--- src/rtl/lc2k_multicycle_ctrl.sv ---
// LC2K multicycle control FSM.
// Sequences fetch/decode/exec/mem/wb and counts retired instructions.
module lc2k_multicycle_ctrl #(
  parameter int CNT_W = 32
) (
  input  logic             clk,
  input  logic             rst_n,
  input  logic             run,
  input  logic [2:0]       ir_opcode,
  input  logic             alu_eq,
  input  logic             mem_ready,
  output logic             ir_load,
  output logic             pc_write,
  output logic [1:0]       pc_src,
  output logic             mem_req,
  output logic             mem_we,
  output logic             mem_addr_sel,
  output logic             CONTROL_ALUvalB,
  output logic             alu_op,
  output logic             reg_we,
  output logic             reg_dst_sel,
  output logic [1:0]       reg_wdata_sel,
  output logic             halted,
  output logic [CNT_W-1:0] instr_count
);

  typedef enum logic [2:0] {
    S_IDLE,
    S_FETCH,
    S_DECODE,
    S_EXEC,
    S_MEM,
    S_WB,
    S_HALT
  } state_e;

  localparam logic [2:0] OP_ADD  = 3'd0;
  localparam logic [2:0] OP_NOR  = 3'd1;
  localparam logic [2:0] OP_LW   = 3'd2;
  localparam logic [2:0] OP_SW   = 3'd3;
  localparam logic [2:0] OP_BEQ  = 3'd4;
  localparam logic [2:0] OP_JALR = 3'd5;
  localparam logic [2:0] OP_HALT = 3'd6;

  state_e           state_q, state_d;
  logic [2:0]       op_q, op_d;
  logic [CNT_W-1:0] cnt_q, cnt_d;

  // Outputs decode from state (plus handshake/compare inputs) so that
  // reset clears them at once, even mid memory transaction.
  always_comb begin
    state_d         = state_q;
    op_d            = op_q;
    ir_load         = 1'b0;
    pc_write        = 1'b0;
    pc_src          = 2'd0;
    mem_req         = 1'b0;
    mem_we          = 1'b0;
    mem_addr_sel    = 1'b0;
    CONTROL_ALUvalB = 1'b0;
    alu_op          = 1'b0;
    reg_we          = 1'b0;
    reg_dst_sel     = 1'b0;
    reg_wdata_sel   = 2'd0;
    halted          = 1'b0;
    unique case (state_q)
      S_IDLE: begin
        if (run) state_d = S_FETCH;
      end
      S_FETCH: begin
        mem_req = 1'b1;
        if (mem_ready) begin
          ir_load = 1'b1;
          state_d = S_DECODE;
        end
      end
      S_DECODE: begin
        op_d = ir_opcode;
        if (ir_opcode == OP_JALR) begin
          state_d = S_WB;
        end else if (ir_opcode == OP_HALT) begin
          pc_write = 1'b1;
          state_d  = S_HALT;
        end else if (ir_opcode == 3'd7) begin
          pc_write = 1'b1;
          state_d  = S_FETCH;
        end else begin
          state_d = S_EXEC;
        end
      end
      S_EXEC: begin
        unique case (op_q)
          OP_ADD, OP_NOR: begin
            CONTROL_ALUvalB = 1'b1;
            alu_op          = op_q[0];
            state_d         = S_WB;
          end
          OP_LW, OP_SW: begin
            state_d = S_MEM;
          end
          OP_BEQ: begin
            CONTROL_ALUvalB = 1'b1;
            pc_write        = 1'b1;
            pc_src          = alu_eq ? 2'd1 : 2'd0;
            state_d         = S_FETCH;
          end
          default: state_d = S_FETCH;
        endcase
      end
      S_MEM: begin
        mem_req      = 1'b1;
        mem_addr_sel = 1'b1;
        mem_we       = (op_q == OP_SW);
        if (mem_ready) begin
          if (op_q == OP_SW) begin
            pc_write = 1'b1;
            state_d  = S_FETCH;
          end else begin
            state_d = S_WB;
          end
        end
      end
      S_WB: begin
        pc_write = 1'b1;
        reg_we   = 1'b1;
        state_d  = S_FETCH;
        unique case (op_q)
          OP_LW: begin
            reg_dst_sel   = 1'b1;
            reg_wdata_sel = 2'd1;
          end
          OP_JALR: begin
            reg_dst_sel   = 1'b1;
            reg_wdata_sel = 2'd2;
            pc_src        = 2'd2;
          end
          default: begin
            CONTROL_ALUvalB = 1'b1;
            alu_op          = op_q[0];
          end
        endcase
      end
      S_HALT: begin
        halted = 1'b1;
      end
      default: state_d = S_IDLE;
    endcase
  end

  // Retired count: one per PC update, sticking at all-ones.
  always_comb begin
    cnt_d = cnt_q;
    if (pc_write && (cnt_q != {CNT_W{1'b1}})) begin
      cnt_d = cnt_q + CNT_W'(1);
    end
  end

  // State, latched opcode and counter registers.
  always_ff @(posedge clk or negedge rst_n) begin
    if (!rst_n) begin
      state_q <= S_IDLE;
      op_q    <= 3'd0;
      cnt_q   <= '0;
    end else begin
      state_q <= state_d;
      op_q    <= op_d;
      cnt_q   <= cnt_d;
    end
  end

  assign instr_count = cnt_q;

endmodule

--- config.mk ---
export PLATFORM = sky130hd
export DESIGN_NAME = lc2k_multicycle_ctrl
export DESIGN_NICKNAME = d
export VERILOG_FILES = /design/src/rtl/lc2k_multicycle_ctrl.sv
export SDC_FILE = /design/constraint.sdc
export NUM_CORES = 1
export LEC_CHECK = 0
export ABC_AREA = 1
export BUFFER_PORTS_ARGS = -buffer_cell sky130_fd_sc_hd__buf_2
export CORE_AREA = 2 2 71 73
export CTS_BUF_LIST = sky130_fd_sc_hd__clkbuf_2
export DETAILED_ROUTE_END_ITERATION = 7
export DIE_AREA = 0 0 73 75
export GPL_TIMING_DRIVEN = 0
export PLACE_DENSITY_LB_ADDON = 0.12
export REMOVE_ABC_BUFFERS = 1
export SLEW_MARGIN = 15
export SYNTH_ARGS = -nofsm -noshare
export SYNTH_HDL_FRONTEND = slang
export SYNTH_SLANG_ARGS = --single-unit
--- constraint.sdc ---
create_clock -name clk -period 4.3 [get_ports clk]
set_input_delay 0.86 -clock clk [delete_from_list [all_inputs] [get_ports clk]]
set_output_delay 0.86 -clock clk [all_outputs]
set_load 0.02 [all_outputs]
==> impl_metrics.env, run 1 <==
export IMPL_drv_cap=0
export IMPL_yosys_area_share_simple_pct=51.3
export IMPL_synth_compound_area_share_pct=3.43
export IMPL_drt_total_wl_microns=6850
export IMPL_share_comb_of_total_power_pct=37.4
export IMPL_drt_iter0_markers=141
export IMPL_grt_max_degree=39
export IMPL_io_pins=54
export IMPL_crit_cells=6
export IMPL_worstMarginPinSlew_ns=0.857
export IMPL_layout_setup_ws_ns=1.48
export IMPL_core_area_sq_mm=0.00466
export IMPL_cts_setup_buffers=0
export IMPL_pwr_share_clk_pct=16.3
export IMPL_clk_latency_ns=0.40
export IMPL_synth_top_family_by_area="simple AND/OR/NAND/NOR gates"
export IMPL_synth_mux_area_share_pct=0
export IMPL_die_area_sq_mm=0.00548
export IMPL_dp_hpwl_microns=5140
export IMPL_crit_path_end_kind="primary output"
export IMPL_initial_core_util_pct=61.0
export IMPL_grt_pass1_wl_microns=11900
export IMPL_postSynthCellCount=461
export IMPL_cp_max_fo=17
export IMPL_cellLeakagePower_nw=1.72
export IMPL_final_common_cell="nand2_1"
export IMPL_dpl_worst_slack_ns=1.65
export IMPL_ys_ff_latch=38
export IMPL_drive_gt1_share_pct=16.9
export IMPL_final_hold_violation_count=0
export IMPL_grt_antenna_before_repair=0
export IMPL_viasPerCell=5.19
export IMPL_final_cell_mix="nand2_1 (211), nor2_1 (60), buf_2 (53)"
export IMPL_crit_family="simple AND/OR/NAND/NOR gates"
export IMPL_grt_pass1_vias=2744
export IMPL_synth_area_sq_mm=0.00284
export IMPL_slew_headroom_pct=42.8
export IMPL_cts_root_buffer="clkbuf_2"
export IMPL_clk_path_buf_depth=2
export IMPL_max_freq_mhz=354
export IMPL_portBuffers=53
export IMPL_ys_seq_area_share_pct=33.4
export IMPL_startpoint_type="flop"
export IMPL_numCtsBuffers=5
export IMPL_rsz0062_at_grt="no"
export IMPL_internal_power_uw=548
export IMPL_synthXorXnorAreaFrac_pct=2.77
export IMPL_ir_drop_mv=0.302
export IMPL_finalSetupViolCount=0
export IMPL_cts_tree="yes"
export IMPL_vias=2952
export IMPL_dieHeight_microns=75
export IMPL_nets=524
export IMPL_period_minus_slack_ns=2.82
export IMPL_crit_slowest_cell="dfrtp_1"
export IMPL_setup_tns_ns=0
export IMPL_firstDrtPassIters=4
export IMPL_drv_slew=0
export IMPL_ant_nets=0
export IMPL_syn2layout_area_growth_pct=10.6
export IMPL_drcViolationCount=0
export IMPL_fill_cells=420
export IMPL_status="completed"
export IMPL_power_total_uw=994
export IMPL_crit_required_ns=3.44
export IMPL_grt_use_total_pct=27.5
export IMPL_grt_ovfl_total=0
export IMPL_path_buf_inv=1
export IMPL_seq_power_share_pct=46.4
export IMPL_reg2reg_depth=9
export IMPL_worstHoldPathType="in2async"
export IMPL_place_congestion=0.906
export IMPL_worstPathArrival_ns=1.96
export IMPL_synth_distinct_cells=28
export IMPL_crit_type="reg2out"
export IMPL_wire_per_inst_microns=12.0
export IMPL_period_share_pct=65.7
export IMPL_powerDensity_mw_per_mm2=316
export IMPL_path_clk_slew_ns=0.19
export IMPL_fin_worst_skew_ns=0.0137
export IMPL_switching_share_pct=44.9
export IMPL_synth_avg_cell_area_sq_um=6.17
export IMPL_n_antenna_cell=0
export IMPL_hold_ws_ns=0.536
export IMPL_cts_hold_buf=0
export IMPL_slowest_delay_ns=0.50
export IMPL_die_w_microns=73
export IMPL_ys_warnings_count=0
export IMPL_h_tree_depth=2
export IMPL_yosys_area_share_adder_pct=0.440
export IMPL_cts_sinks=38
export IMPL_p_sw_uw=446
export IMPL_path_cells="nor2_1 -> nand2_1 -> nor2_1 -> nand2_1 -> nand3_2 -> buf_2"
export IMPL_rows=25
export IMPL_cts_resized_gates=0
worst register-to-register path: cells and delay by family (launching register included):
family / cells / cell delay, ns
buffers and inverters: 1 / 0.11
DFF: 1 / 0.50
and+or+nand+nor: 7 / 1.25
adders and majority gates: 1 / 0.33
state kept, by name, indices dropped and copies added (netlist names):
signal	count
op_q	3
state_q	3
instr_count	32
synthesized netlist by cell type (all sizes together):
| cell | instances | area (sq um) |
|---|---|---|
| a21o | 1 | 7.51 |
| o21ai | 17 | 85.1 |
| nor4 | 1 | 6.26 |
| nand2 | 225 | 890 |
| nand3 | 40 | 218 |
| nand3b | 1 | 7.51 |
| nor2 | 68 | 309 |
| ha | 1 | 12.5 |
| inv | 48 | 180 |
| nand4 | 2 | 12.5 |
| nor3 | 3 | 15.0 |
| dfrtp | 38 | 951 |
| a21oi | 1 | 5.00 |
| xnor2 | 6 | 52.6 |
| buf | 6 | 66.3 |
| xor2 | 3 | 26.3 |
final timing paths:
| path | to | startpoint | slack [ns] |
|---|---|---|---|
| max | pc_write | state_q[0] | 1.48 |
| min | state_q[0] | rst_n | 0.54 |
| max reg2reg | instr_count[31] | instr_count[0] | 2.09 |
| min reg2reg | instr_count[1] | instr_count[1] | 0.60 |
| max in group asynchronous | instr_count[15] | rst_n | 3.23 |
| min in group clk | instr_count[1] | instr_count[1] | 0.60 |
cells by family (layout without fill, tap and decap cells):
group                    Yosys count  count (layout)
XOR/XNOR                           9               9
AND/OR/NAND/NOR                  340             340
AO/OA/AOI/OAI                     19              19
flip-flops                        38              38
adder cells (fa/ha/maj)            1               1
buffers and inverters             54             108
layer usage:
| metal | up-vias | wire (microns) | track usage [%] | share of wire, % |
|---|---|---|---|---|
| li1 | 1517 | - | - | - |
| met1 | 1350 | 3200 | 35.1 | 47 |
| met2 | 71 | 3220 | 46.5 | 47 |
| met3 | 14 | 284 | 4.82 | 4.1 |
| met4 | 0 | 150 | 10.7 | 2.2 |
| met5 | - | 0 | 0 | 0 |
layout make-up:
cell class              instances  area [sq um]  area share (%)
flip-flops and latches         38           951            30.2
inverters                      48           180            5.73
well taps                      54          67.6            2.15
clock buffers                   7          35.0            1.11
multi-input cells             369          1650            52.3
repair buffers                 53           265            8.43
power groups by stage:
stage               sequential, mW  clock [mW]  combinational (mW)
floorplan                    0.472           0               0.252
global placement             0.463           0               0.363
detailed placement           0.466           0               0.371
CTS                          0.459       0.167               0.373
global route                 0.466       0.176               0.420
finish                       0.461       0.162               0.371
per-stage QoR:
| step | instance area [sq um] | std cells | util [%] |
|---|---|---|---|
| after floorplan | 2780 | 455 | - |
| after global placement | 3110 | 562 | 66.7 |
| after detailed placement | 3110 | 562 | 66.7 |
| after CTS | 3150 | 569 | 67.5 |
| after global routing | 3150 | 569 | 67.5 |
| final | 3150 | 569 | 67.5 |
Note: power is estimated with default switching activity, not from simulation.
==> run 2: changes to the inputs <==
--- a/config.mk
+++ b/config.mk
@@ -7,10 +7,10 @@
 export LEC_CHECK = 0
 export ABC_AREA = 1
 export BUFFER_PORTS_ARGS = -buffer_cell sky130_fd_sc_hd__buf_2
-export CORE_AREA = 2 2 71 73
+export CORE_AREA = 2 2 77 79
 export CTS_BUF_LIST = sky130_fd_sc_hd__clkbuf_2
 export DETAILED_ROUTE_END_ITERATION = 7
-export DIE_AREA = 0 0 73 75
+export DIE_AREA = 0 0 79 81
 export GPL_TIMING_DRIVEN = 0
 export PLACE_DENSITY_LB_ADDON = 0.12
 export REMOVE_ABC_BUFFERS = 1
==> constraint.sdc (replaced) <==
create_clock -name clk -period 2.4 [get_ports clk]
set_input_delay 0.48 -clock clk [delete_from_list [all_inputs] [get_ports clk]]
set_output_delay 0.48 -clock clk [all_outputs]
set_load 0.02 [all_outputs]
==> impl_metrics.env, run 2 (synthesis gave the netlist of run 1 again) <==
export IMPL_status="completed"
export IMPL_drt_iter0_markers=107
export IMPL_numCtsBuffers=5
export IMPL_cellLeakagePower_nw=1.75
export IMPL_grt_max_degree=39
export IMPL_die_area_sq_mm=0.00640
export IMPL_nets=529
export IMPL_reg2reg_from="instr_count[0]"
export IMPL_largest_reg_flops=32
export IMPL_grt_pass1_wl_microns=11900
export IMPL_slowest_delay_ns=0.47
export IMPL_path_clk_slew_ns=0.21
export IMPL_drv_slew=0
export IMPL_final_hold_violation_count=0
export IMPL_drcViolationCount=0
export IMPL_grt_use_total_pct=23.1
export IMPL_stdcell_count=596
export IMPL_setup_tns_ns=0
export IMPL_viasPerCell=4.91
export IMPL_syn2layout_area_growth_pct=13.6
export IMPL_fill_cells=629
export IMPL_crit_family="simple AND/OR/NAND/NOR gates"
export IMPL_crit_start="op_q[2]"
export IMPL_io_pins=54
export IMPL_crit_cells=6
export IMPL_path_cells="inv_1 -> nand3_1 -> nor2_1 -> nand2_1 -> nand3_4 -> buf_2"
export IMPL_clk_path_buf_depth=2
export IMPL_powerDensity_mw_per_mm2=567
export IMPL_crit_type="reg2out"
export IMPL_n_antenna_cell=0
export IMPL_worstMarginPinSlew_ns=0.855
export IMPL_firstDrtPassIters=4
export IMPL_place_congestion=0.874
export IMPL_rows=28
export IMPL_path_buf_inv=2
export IMPL_wire_per_inst_microns=11.6
export IMPL_fin_worst_skew_ns=0.0236
export IMPL_initial_core_util_pct=50.1
export IMPL_timing_reg2reg_setup_slack_ns=0.31
export IMPL_final_cell_mix="nand2_1 (211), nor2_1 (60), buf_2 (53)"
export IMPL_dieHeight_microns=81
export IMPL_cts_sinks=38
export IMPL_rsz0062_at_grt="no"
export IMPL_grt_ovfl_total=0
export IMPL_drive_gt1_share_pct=17.9
export IMPL_period_minus_slack_ns=2.25
export IMPL_cts_tree="yes"
export IMPL_core_area_sq_mm=0.00568
export IMPL_slew_headroom_pct=43.0
export IMPL_dp_hpwl_microns=5340
export IMPL_drv_cap=0
export IMPL_drt_total_wl_microns=6890
export IMPL_cp_max_fo=9
export IMPL_vias=2927
export IMPL_crit_end="pc_write"
export IMPL_r2r_end="instr_count[27]"
export IMPL_period_share_pct=93.8
export IMPL_worstPathArrival_ns=1.77
export IMPL_ant_nets=0
export IMPL_portBuffers=53
export IMPL_ir_drop_mv=0.404
export IMPL_crit_required_ns=1.92
export IMPL_grt_antenna_before_repair=0
export IMPL_cts_hold_buf=0
export IMPL_final_common_cell="nand2_1"
export IMPL_crit_path_end_kind="primary output"
export IMPL_die_w_microns=79
export IMPL_placed_cells_incl_taps=583
export IMPL_reg2reg_depth=9
export IMPL_worstHoldPathType="in2async"
export IMPL_startpoint_type="flop"
export IMPL_clk_latency_ns=0.40
export IMPL_max_freq_mhz=444
export IMPL_finalSetupViolCount=0
export IMPL_cts_root_buffer="clkbuf_2"
export IMPL_crit_slowest_cell="dfrtp_1"
export IMPL_h_tree_depth=2
export IMPL_grt_pass1_vias=2714
## run 2: area by class of cell
type,instances,area [sq um],area share [%]
clock inverters,2,8.76,0.271
repair buffers,58,303,9.37
flip-flops and latches,38,952,29.5
clock buffers,6,30.0,0.930
inverters,48,180,5.58
multi-input cells,369,1660,51.5
well taps,75,93.8,2.90
## run 2: through the flow
step / worst slack, ns / utilization (%) / hold WS [ns] / cell area [sq um] / power (mW)
finish: 0.149 / 56.9 / 0.148 / 3230 / 1.83
global route: 0.0116 / 56.9 / 0.188 / 3230 / 1.97
CTS: 0.0437 / 56.1 / 0.181 / 3180 / 1.80
detailed placement: 0.246 / 55.3 / 0.540 / 3140 / 1.50
global placement: 0.283 / 55.3 / 0.532 / 3140 / 1.49
floorplan: 0.469 / - / 0.184 / 2780 / 1.30
## run 2: worst min-delay path by stage
stage                               from         endpoint  slack (ns)  cells after the start
final                              rst_n   instr_count[2]        0.15                      1
after global routing               rst_n  instr_count[28]        0.19                      1
after CTS                          rst_n   instr_count[2]        0.18                      1
after detailed placement  instr_count[1]   instr_count[1]        0.54                      2
after global placement    instr_count[1]   instr_count[1]        0.53                      2
after floorplan                    rst_n   instr_count[0]        0.18                      0
## run 2: report_power, final
| part | total [mW] | internal (mW) | switching (mW) |
|---|---|---|---|
| combinational | 0.710 | 0.231 | 0.479 |
| sequential | 0.824 | 0.714 | 0.110 |
| clock | 0.297 | 0.0717 | 0.226 |
## run 2: timing repair
item,4_1_cts,5_1_grt
setup endpoints to repair,1,3
endpoints found under the hold margin,0,0
setup buffers,0,5
pin swaps,0,1
gates resized for setup,1,2
## run 2: layer usage
layer | wire (microns) | track usage, %
met1 | 3210 | 28.1
met5 | 0 | 0
met3 | 265 | 4.00
met4 | 144 | 8.79
met2 | 3270 | 41.0
==> run 3: changes to the inputs <==
--- a/config.mk
+++ b/config.mk
@@ -12,8 +12,9 @@
 export DETAILED_ROUTE_END_ITERATION = 7
 export DIE_AREA = 0 0 79 81
 export GPL_TIMING_DRIVEN = 0
-export PLACE_DENSITY_LB_ADDON = 0.12
+export PLACE_DENSITY = 0.88
 export REMOVE_ABC_BUFFERS = 1
+export SKIP_LAST_GASP = 1
 export SLEW_MARGIN = 15
 export SYNTH_ARGS = -nofsm -noshare
 export SYNTH_HDL_FRONTEND = slang
==> impl_metrics.env, run 3 (synthesis gave the netlist of run 1 again) <==
export IMPL_drive_gt1_share_pct=18.2
export IMPL_drv_slew=0
export IMPL_io_pins=54
export IMPL_rows=28
export IMPL_ir_drop_mv=0.404
export IMPL_h_tree_depth=2
export IMPL_clk_path_buf_depth=2
export IMPL_grt_pass1_wl_microns=12100
export IMPL_setup_tns_ns=0
export IMPL_rsz0062_at_grt="yes"
export IMPL_portBuffers=53
export IMPL_initial_core_util_pct=50.1
export IMPL_numCtsBuffers=5
export IMPL_fin_worst_skew_ns=0.0287
export IMPL_cts_sinks=38
export IMPL_largest_reg_flops=32
export IMPL_stdcell_count=598
export IMPL_reg2reg_depth=9
export IMPL_crit_required_ns=1.92
export IMPL_period_share_pct=96.4
export IMPL_post_route_cell_area_sq_mm=0.00330
export IMPL_dpl_cell_area_sq_mm=0.00314
export IMPL_drcViolationCount=0
export IMPL_fin_util_pct=58.1
export IMPL_powerDensity_mw_per_mm2=629
export IMPL_drt_iter0_markers=228
export IMPL_grt_antenna_before_repair=0
export IMPL_grt_use_total_pct=23.7
export IMPL_viasPerCell=5.02
export IMPL_path_clk_slew_ns=0.23
export IMPL_multiInputGateArea_sq_mm=0.00166
export IMPL_final_hold_violation_count=0
export IMPL_vias=3003
export IMPL_place_congestion=0.929
export IMPL_n_antenna_cell=0
export IMPL_max_freq_mhz=432
export IMPL_nets=531
export IMPL_status="completed"
export IMPL_power_total_mw=2.07
export IMPL_timing_reg2reg_setup_slack_ns=0.27
export IMPL_regArea_sq_um=952
export IMPL_grt_pass1_vias=2683
export IMPL_period_minus_slack_ns=2.31
export IMPL_final_common_cell="nand2_1"
export IMPL_cts_root_buffer="clkbuf_2"
export IMPL_dieHeight_microns=81
export IMPL_cts_tree="yes"
export IMPL_crit_path_end_kind="primary output"
export IMPL_placed_cells_incl_taps=583
export IMPL_reg2reg_from="instr_count[0]"
export IMPL_startpoint_type="flop"
export IMPL_crit_type="reg2out"
export IMPL_finalSetupViolCount=0
export IMPL_drt_total_wl_microns=6950
export IMPL_clk_latency_ns=0.43
export IMPL_r2r_end="instr_count[14]"
export IMPL_final_cell_mix="nand2_1 (211), nor2_1 (60), buf_2 (53)"
export IMPL_cp_max_fo=12
export IMPL_firstDrtPassIters=5
export IMPL_cellLeakagePower_nw=1.78
export IMPL_worstPathArrival_ns=1.83
export IMPL_fill_cells=554
export IMPL_dp_hpwl_microns=5130
export IMPL_grt_ovfl_total=0
export IMPL_die_area_sq_mm=0.00640
export IMPL_grt_max_degree=39
export IMPL_crit_start="state_q[0]"
export IMPL_drv_cap=0
export IMPL_core_area_sq_mm=0.00568
export IMPL_syn2layout_area_growth_pct=15.9
export IMPL_cts_hold_buf=0
export IMPL_worstHoldPathType="in2async"
export IMPL_worstMarginPinSlew_ns=0.847
export IMPL_ant_nets=0
export IMPL_wire_per_inst_microns=11.6
export IMPL_slew_headroom_pct=43.5
export IMPL_die_w_microns=79
export IMPL_crit_end="pc_write"
-- run 3: final cells by class --
type / count / area share (%)
clock buffers: 5 / 0.759
clock inverters: 3 / 1.94
inverters: 48 / 5.47
multi-input cells: 369 / 50.5
flip-flops and latches: 38 / 28.9
well taps: 75 / 2.85
repair buffers: 60 / 9.64
-- run 3: repair_timing --
item	CTS	global route
endpoints found under the setup margin	1	25
hold endpoints to repair	0	0
resized for setup	2	2
setup buffers	0	7
pin swaps	0	1
-- run 3: through the flow --
stage                     worst slack, ns  hold WS, ns
after CTS                          0.0116        0.129
after global routing              -0.0536        0.160
after global placement              0.322        0.538
after floorplan                     0.469        0.184
after detailed placement            0.186        0.552
final                              0.0853        0.111
-- run 3: routing by layer --
layer,global-route usage (%),wire (microns)
met4,7.41,148
met5,0,0
met3,4.67,434
met1,29.2,3000
met2,41.8,3360
-- run 3: worst min-delay path by stage --
stage                               start              end  slack (ns)  cells past startpoint
final                               rst_n   instr_count[2]        0.11                      1
after global placement     instr_count[1]   instr_count[1]        0.54                      2
after floorplan                     rst_n   instr_count[0]        0.18                      0
after detailed placement  instr_count[31]  instr_count[31]        0.55                      2
after CTS                           rst_n   instr_count[2]        0.13                      1
after global routing                rst_n   instr_count[0]        0.16                      1
-- run 3: where the power goes --
group	internal [mW]	switching, mW	total, mW
sequential	0.714	0.114	0.828
clock	0.277	0.237	0.514
combinational	0.242	0.487	0.730
total	1.23	0.838	2.07
-- run 3: critical path, cell delays in order (launching register included) --
cell	delay (ns)
dfrtp_2	0.50
nor2_1	0.13
nand2_1	0.14
nor2_1	0.16
nand2_1	0.12
nand3_4	0.18
buf_2	0.20
